$ cat config.mk
export PLATFORM = sky130hd
export DESIGN_NAME = opd_32_decoder
export DESIGN_NICKNAME = d
export VERILOG_FILES = /design/src/rtl/opd_32_decoder.sv
export SDC_FILE = /design/constraint.sdc
export NUM_CORES = 1
export LEC_CHECK = 0
export BUFFER_PORTS_ARGS = -buffer_cell sky130_fd_sc_hd__buf_2
export CORE_ASPECT_RATIO = 0.8
export CORE_MARGIN = 3
export CORE_UTILIZATION = 35
export CTS_CLUSTER_DIAMETER = 50
export DETAILED_ROUTE_END_ITERATION = 8
export GPL_TIMING_DRIVEN = 0
export HOLD_SLACK_MARGIN = 0.15
export PLACE_DENSITY = 0.62
export SLEW_MARGIN = 10
export SYNTH_ARGS = -nofsm -noshare
export SYNTH_HDL_FRONTEND = slang
export SYNTH_SLANG_ARGS = --single-unit
$ cat constraint.sdc
create_clock -name i_clk -period 4.2 [get_ports i_clk]
set_input_delay 0.42 -clock i_clk [delete_from_list [all_inputs] [get_ports i_clk]]
set_output_delay 0.42 -clock i_clk [all_outputs]
set_load 0.02 [all_outputs]
$ cat src/rtl/opd_32_decoder.sv
// ---------------------------------------------------------------------------
// opd_32_decoder
//
// Registered instruction decoder for the 32-bit CaballoLoco datapath. It splits
// a fetched instruction into register selects, control flags, ALU and compare
// opcodes, and a sign-extended offset. It produces one decoded bundle per
// cycle, with a latency of one clock.
//
// Optional feature macro: OPD_32_ILLEGAL_EN
//   When defined, reserved opcodes 13..15 drive o_illegal=1 for the cycle in
//   which they are decoded.
//   When undefined, o_illegal is tied to 0 and reserved opcodes decode
//   silently as bubbles.
//
// Ports:
//   i_clk          rising-edge clock
//   i_rst          asynchronous active-high reset (clears to bubble, sel=0)
//   i_instruction  32-bit instruction word
//   i_nop          decode a bubble (selects still taken from the fields)
//   i_stall        hold every output; instruction and nop are ignored
//   o_select_a/b/c register fields A (destination), B and C (sources)
//   o_is_write     register write-back
//   o_is_load      memory load
//   o_is_store     memory store
//   o_is_cmp       control transfer (branch or jump)
//   o_cmp_op       EQ/LT/LE/ALWAYS
//   o_alu_op       ADD/SUB/AND/OR/MUL/DIV/XOR
//   o_offset       sign-extended immediate
//   o_illegal      reserved opcode seen (only with OPD_32_ILLEGAL_EN)
// ---------------------------------------------------------------------------
package opd_32_pkg;

  typedef enum logic [1:0] {
    CMP_EQ     = 2'd0,
    CMP_LT     = 2'd1,
    CMP_LE     = 2'd2,
    CMP_ALWAYS = 2'd3
  } cmp_op_e;

  typedef enum logic [2:0] {
    ALU_ADD = 3'd0,
    ALU_SUB = 3'd1,
    ALU_AND = 3'd2,
    ALU_OR  = 3'd3,
    ALU_MUL = 3'd4,
    ALU_DIV = 3'd5,
    ALU_XOR = 3'd6
  } alu_op_e;

  typedef enum logic [3:0] {
    OP_ADD = 4'd0,
    OP_SUB = 4'd1,
    OP_AND = 4'd2,
    OP_OR  = 4'd3,
    OP_MUL = 4'd4,
    OP_DIV = 4'd5,
    OP_XOR = 4'd6,
    OP_LW  = 4'd7,
    OP_SW  = 4'd8,
    OP_BEQ = 4'd9,
    OP_BLT = 4'd10,
    OP_BLE = 4'd11,
    OP_JMP = 4'd12
  } opcode_e;

endpackage

module opd_32_decoder
  import opd_32_pkg::*;
#(
  parameter int NUM_REG    = 32,
  localparam int REG_SELECT = $clog2(NUM_REG)
) (
  input  logic                  i_clk,
  input  logic                  i_rst,
  input  logic [31:0]           i_instruction,
  input  logic                  i_nop,
  input  logic                  i_stall,
  output logic [REG_SELECT-1:0] o_select_a,
  output logic [REG_SELECT-1:0] o_select_b,
  output logic [REG_SELECT-1:0] o_select_c,
  output logic                  o_is_write,
  output logic                  o_is_load,
  output logic                  o_is_store,
  output logic                  o_is_cmp,
  output cmp_op_e               o_cmp_op,
  output alu_op_e               o_alu_op,
  output logic [31:0]           o_offset,
  output logic                  o_illegal
);

  localparam int REG_WIDTH = 32;

  // ---------------------------------------------------------------------
  // Field extraction
  // ---------------------------------------------------------------------
  logic [3:0]           w_opcode;
  logic [4:0]           w_field_a;
  logic [4:0]           w_field_b;
  logic [4:0]           w_field_c;
  logic [12:0]          w_imm13;
  logic [27:0]          w_imm28;
  logic [REG_WIDTH-1:0] w_sext13;
  logic [REG_WIDTH-1:0] w_sext28;

  assign w_opcode  = i_instruction[31:28];
  assign w_field_a = i_instruction[27:23];
  assign w_field_b = i_instruction[22:18];
  assign w_field_c = i_instruction[17:13];
  assign w_imm13   = i_instruction[12:0];
  assign w_imm28   = i_instruction[27:0];

  // Loads, stores and branches use the 13-bit immediate. A jump reuses the
  // register fields as part of a 28-bit displacement.
  assign w_sext13 = {{(REG_WIDTH-13){w_imm13[12]}}, w_imm13};
  assign w_sext28 = {{(REG_WIDTH-28){w_imm28[27]}}, w_imm28};

  // ---------------------------------------------------------------------
  // Combinational decode of the next bundle
  // ---------------------------------------------------------------------
  logic                 w_is_write_next;
  logic                 w_is_load_next;
  logic                 w_is_store_next;
  logic                 w_is_cmp_next;
  cmp_op_e              w_cmp_op_next;
  alu_op_e              w_alu_op_next;
  logic [REG_WIDTH-1:0] w_offset_next;

  always_comb begin
    // The bubble values are the defaults. Nops and reserved opcodes keep
    // them unchanged.
    w_is_write_next = 1'b0;
    w_is_load_next  = 1'b0;
    w_is_store_next = 1'b0;
    w_is_cmp_next   = 1'b0;
    w_cmp_op_next   = CMP_EQ;
    w_alu_op_next   = ALU_ADD;
    w_offset_next   = '0;

    if (!i_nop) begin
      case (w_opcode)
        OP_ADD, OP_SUB, OP_AND, OP_OR, OP_MUL, OP_DIV, OP_XOR: begin
          // The ALU opcodes share their encoding with the low opcode bits.
          w_is_write_next = 1'b1;
          w_alu_op_next   = alu_op_e'(w_opcode[2:0]);
        end
        OP_LW: begin
          w_is_write_next = 1'b1;
          w_is_load_next  = 1'b1;
          w_offset_next   = w_sext13;
        end
        OP_SW: begin
          w_is_store_next = 1'b1;
          w_offset_next   = w_sext13;
        end
        OP_BEQ: begin
          w_is_cmp_next = 1'b1;
          w_cmp_op_next = CMP_EQ;
          w_offset_next = w_sext13;
        end
        OP_BLT: begin
          w_is_cmp_next = 1'b1;
          w_cmp_op_next = CMP_LT;
          w_offset_next = w_sext13;
        end
        OP_BLE: begin
          w_is_cmp_next = 1'b1;
          w_cmp_op_next = CMP_LE;
          w_offset_next = w_sext13;
        end
        OP_JMP: begin
          w_is_cmp_next = 1'b1;
          w_cmp_op_next = CMP_ALWAYS;
          w_offset_next = w_sext28;
        end
        default: ; // opcodes 13..15 are reserved and decode as a bubble
      endcase
    end
  end

  // ---------------------------------------------------------------------
  // Output register
  // ---------------------------------------------------------------------
  logic [REG_SELECT-1:0] r_select_a;
  logic [REG_SELECT-1:0] r_select_b;
  logic [REG_SELECT-1:0] r_select_c;
  logic                  r_is_write;
  logic                  r_is_load;
  logic                  r_is_store;
  logic                  r_is_cmp;
  cmp_op_e               r_cmp_op;
  alu_op_e               r_alu_op;
  logic [REG_WIDTH-1:0]  r_offset;

  always_ff @(posedge i_clk or posedge i_rst) begin
    if (i_rst) begin
      r_select_a <= '0;
      r_select_b <= '0;
      r_select_c <= '0;
      r_is_write <= 1'b0;
      r_is_load  <= 1'b0;
      r_is_store <= 1'b0;
      r_is_cmp   <= 1'b0;
      r_cmp_op   <= CMP_EQ;
      r_alu_op   <= ALU_ADD;
      r_offset   <= '0;
    end else if (!i_stall) begin
      // The selects pass through verbatim, including for nops and reserved
      // opcodes.
      r_select_a <= REG_SELECT'(w_field_a);
      r_select_b <= REG_SELECT'(w_field_b);
      r_select_c <= REG_SELECT'(w_field_c);
      r_is_write <= w_is_write_next;
      r_is_load  <= w_is_load_next;
      r_is_store <= w_is_store_next;
      r_is_cmp   <= w_is_cmp_next;
      r_cmp_op   <= w_cmp_op_next;
      r_alu_op   <= w_alu_op_next;
      r_offset   <= w_offset_next;
    end
  end

  assign o_select_a = r_select_a;
  assign o_select_b = r_select_b;
  assign o_select_c = r_select_c;
  assign o_is_write = r_is_write;
  assign o_is_load  = r_is_load;
  assign o_is_store = r_is_store;
  assign o_is_cmp   = r_is_cmp;
  assign o_cmp_op   = r_cmp_op;
  assign o_alu_op   = r_alu_op;
  assign o_offset   = r_offset;

`ifdef OPD_32_ILLEGAL_EN
  // A reserved opcode flags illegal only when it is actually decoded. A nop
  // masks it, and a stall holds the previous flag.
  logic w_reserved;
  logic r_illegal;

  assign w_reserved = (w_opcode > OP_JMP);

  always_ff @(posedge i_clk or posedge i_rst) begin
    if (i_rst) begin
      r_illegal <= 1'b0;
    end else if (!i_stall) begin
      r_illegal <= w_reserved && !i_nop;
    end
  end

  assign o_illegal = r_illegal;
`else
  assign o_illegal = 1'b0;
`endif

endmodule

After elaboration in Yosys (flattened, before gate mapping) --
Cells that the tools add are included.
Operators by class: mux-type cells 14, equality and inequality tests 12, reductions and logical operators 5
Operator list (number):
- 32-bit case mux with 2 select lines | 1
- 32-bit two-way mux | 1
- 4-bit equality test (second input constant) | 5
- 4-bit by 3-bit equality test with 1-bit output (second input constant) | 4
- 4-bit by 2-bit equality test with 1-bit output (second input constant) | 2
- 1-bit two-way mux | 8
- 8-bit OR reduction | 1
- 7-bit OR reduction | 1
- 3-bit two-way mux | 2
- 2-bit case mux with 3 select lines | 1
- 5-bit OR reduction | 1
- 4-bit by 1-bit equality test with 1-bit output (second input constant) | 1
- 4-bit logical NOT | 1
- 4-bit OR reduction | 1
- 2-bit two-way mux | 1
Word-level totals: register bits after elaboration 56

Logic depth before layout (Yosys ltp) --
word-level depth 4, mapped depth 5

Least setup slack after synthesis --
Ideal clock, no wire load.
path type in2reg, start point input port i_instruction[29], end point register r_offset[0], in the netlist o_offset[0], required time 4.079 ns, arrival 1.284 ns, slack 2.795 ns, path buffers 2, stages on the path 5, cell sequence buf_4 a31o_2 and3_4 buf_6 a22o_1
Between the ends: longest elaborated chain between the ends 4
Ends and longest elaborated chain:
- start, declared | RTL line 76 | input logic [31:0] i_instruction,
- 4-bit equality test / 4-bit by 3-bit equality test with 1-bit output (equally long branches) | RTL line 141 | case (w_opcode)
- 5-bit OR reduction (no source line)
- 32-bit case mux with 2 select lines * | RTL line 141
- 32-bit two-way mux * | RTL line 140 | if (!i_nop) begin
- end signal, assigned | RTL line 219 | r_offset <= w_offset_next;
- end, declared | RTL line 193 | logic [REG_WIDTH-1:0] r_offset;
Mark *: on every way between the ends. The rest lies on a longest branch, timed or not. A chain may end at the register's enable or synchronous reset.

==> reports/summary.txt <==
=======================================================================================
Run status                                                                 finished clean
Aggregate global routing overflow                                                     0
Hold-critical path depth                                                              2
Power density normalized to cell area                                        361 nW/µm²
Worst Setup Start Kind                                                         register
CORE AREA                                                                      6100 µm²
Die footprint                                                                  7530 µm²
Clock Tree Buf Depth                                                                  2
Via Count                                                                          1724
Setup fix buffers added after clock tree synthesis                                    0
Post-Synthesis Net Count                                                            209
Wire length of the first global-routing pass                                    8780 µm
Post-route minimum period                                                       1470 ps
Initial antenna violation count                                                       0
Final setup violation count                                                           0
Largest net degree at the start of global routing                                    34
Clock tree from TritonCTS                                                         built
Combined area of the multi-input logic cells                                    848 µm²
Sequential area share after synthesis                                             0.570
Beginning of the worst register-to-register path                           o_offset[13]
Number of enable flip-flop cells after synthesis                                      0
Setup TNS                                                                          0 ps
Worst VDD drop                                                                   217 µV
Syn Inst Count                                                                      173
Clock-pin slew on the worst setup and hold paths                                 100 ps
Weighted congestion at the end of routability-driven global placement             0.704
Top cells by instance count after synthesis                                dfrtp_1 (52), nand2_1 (20), a22o_1 (18)
Achievable clock frequency                                                    0.681 GHz
Register-to-register path setup slack                                           3270 ps
Max-cap violations                                                                    0
Most used standard cell by instance count after synthesis                       dfrtp_1
Maximum single-stage delay on the critical path                                  450 ps
Post-DP HPWL                                                                    4040 µm
Finished Core Util                                                                0.488
Post-Route Skew                                                                    0 ps
Synth top area share                                                              0.570
Synth Area per Inst                                                            13.2 µm²
Worst Min Path Start                                                       i_instruction[7]
Share of cells above drive strength 1                                             0.480
# IOs                                                                                93
CTS buffer count                                                                      5
Avg Vias per Cell                                                                  4.90
Resize count post-CTS                                                                 0
Post-synthesis cell type with the largest combined area                         dfrtp_1
Period utilization                                                                0.349
Port Buffer Count                                                                    88
Arrival time of the worst setup path                                            1050 ps
Worst setup margin                                                              2730 ps
Nature of the critical path endpoint                                         output pin
Worst setup path class                                                          reg2out
WHS Endpoint                                                                o_offset[7]
Number of endpoints with negative hold slack in the final report                      0
Std-Cell Rows                                                                        25
Hold WC Path Type                                                                in2reg
Cells traversed along the worst timing path                                buf_4 > buf_2
Ranking of synthesized cells by area                                       dfrtp_1 (57%), mux2_1 (7.4%), a22o_1 (6.9%)
Number of optimization iterations in the first detailed-route pass                    4
Worst path top cell family by delay                                          flip-flops
N_diodes                                                                              0
NumNets Final                                                                       306
Cell area after synthesis                                                      2280 µm²
Chip height                                                                     78.2 µm
Async SR Flop Fraction                                                             1.00
Crit-path slowest cell                                                          dfrtp_1
Die extent in x                                                                 96.3 µm
Number of violations reported at the end of detailed-routing iteration 0             33
GR Util All Layers                                                                0.150
Root buffer cell                                                               clkbuf_8
Number of cells on the worst reg-to-reg path                                          3
Syn-to-layout area delta                                                          30.4%
DR DRC count                                                                          0
Finished layout cell area                                                      2970 µm²
Top flip-flop cell by instance count after synthesis                            dfrtp_1
Worst-case setup slack after placement                                          2570 ps
CP bufs+invs                                                                          2
Antenna Nets Post-Route                                                               0
Netlist cell types                                                                   30
Number of slew-limit violations in the final report                                   0
Layout fillers                                                                      591
Number of register bits inferred by synthesis                                        52
Largest driver fanout on the critical path                                            6
Number of H-tree levels                                                               2
Static leakage power                                                            1.52 nW
Capture point of the worst reg-to-reg path                                 o_offset[13]
Required time of the critical path                                              3780 ps
Vias in the first global route                                                     1676
Post-detailed-routing wire length                                               5540 µm
Cell Area, Placed                                                              2840 µm²
Wire length per cell after detailed routing                                     15.7 µm
Clock latency of the later-clocked register in the worst-skew pair               290 ps
Setup repair after global routing missed its margin                                  no
Synthesis warning total                                                               0
Combined flip-flop and latch cell area                                         1300 µm²
Count of clock tree sinks                                                            52
Starting utilization of the core area                                             0.374
=======================================================================================
==> worst register-to-register path: stages, from the launching register on <==
cell      delay [ps]
dfrtp_1          400
nand2_1          100
a21boi_0         240
a22oi_2           80
==> layout by cell type (no fill, tap or decap), drive strengths merged <==
master       Yosys  final
nand2           20     20
and4b            1      1
nand3            2      2
and3             1      1
a22o            18     18
nor2b            1      1
a311oi           1      1
clkinv           0      1
nor4b            1      1
a32oi            2      2
a22oi           15     15
bufinv           0      1
mux2            15     15
and4bb           1      1
a21boi          15     15
inv              2      2
clkbuf           2      8
or2              1      1
dfrtp           52     52
dlygate4sd3      0      1
o21ai            3      3
nor2             2      2
a31o             1      1
buf             15    104
conb             1      1
o211ai           1      1
==> power breakdown <==
group | switching (mW) | total, mW | internal (mW)
registers | 0.0137 | 0.542 | 0.528
logic | 0.103 | 0.169 | 0.0661
clock network | 0.167 | 0.362 | 0.195
total | 0.284 | 1.07 | 0.790
==> state kept, by name (all words and copies together) (netlist names) <==
register / cells
o_select_b: 5
o_offset: 28
o_is_load: 1
o_is_write: 1
o_select_a: 5
o_is_cmp: 1
o_select_c: 5
o_alu_op: 3
o_cmp_op: 2
o_is_store: 1
==> per-layer routing <==
layer / vias up / global-route usage / wire, µm
met5: - / 0 / 0
li1: 826 / - / -
met3: 2 / 0.0316 / 296
met2: 49 / 0.227 / 2550
met1: 847 / 0.223 / 2660
met4: 0 / 0.0298 / 31
==> per-stage QoR <==
step	std cells	power (mW)	hold slack [ps]
2_1_floorplan	173	0.655	512
3_3_place_gp	342	0.719	468
3_5_place_dp	343	0.724	452
4_1_cts	352	1.09	314
5_1_grt	352	1.13	308
6_report	352	1.07	326
==> layout make-up <==
cell class	count	area share
Tap cell	81	0.0341
Clock buffer	6	0.0278
Multi-Input combinational cell	102	0.285
Clock inverter	2	0.0130
Timing Repair Buffer	90	0.158
Buffer	17	0.0416
Inverter	2	0.00252
Sequential cell	52	0.438
==> cells by family (layout without fill, tap and decap cells) <==
kind of cell           Yosys count  count (layout)  share of synthesized area
other                            1               1                    0.00164
muxes                           15              15                     0.0741
and+or+nand+nor                 30              30                     0.0713
DFF                             52              52                      0.570
AOI/OAI and AO/OA               56              56                      0.225
buffers and inverters           19             117                     0.0576
==> how the worst max path moves through the flow <==
stage                 start            end  cells past startpoint
2_1_floorplan         i_rst    o_alu_op[0]                      1
3_3_place_gp          i_rst  o_select_b[1]                      2
3_5_place_dp        i_stall   o_offset[17]                      5
4_1_cts        o_offset[30]   o_offset[28]                      2
5_1_grt        o_offset[30]   o_offset[31]                      2
6_report       o_offset[30]   o_offset[28]                      2
==> what timing repair did <==
action / CTS / global route
hold endpoints to repair: 19 / 0
setup endpoints to repair: 0 / 0
hold buffers: 1 / 0
(Power assumes the default switching activity.)
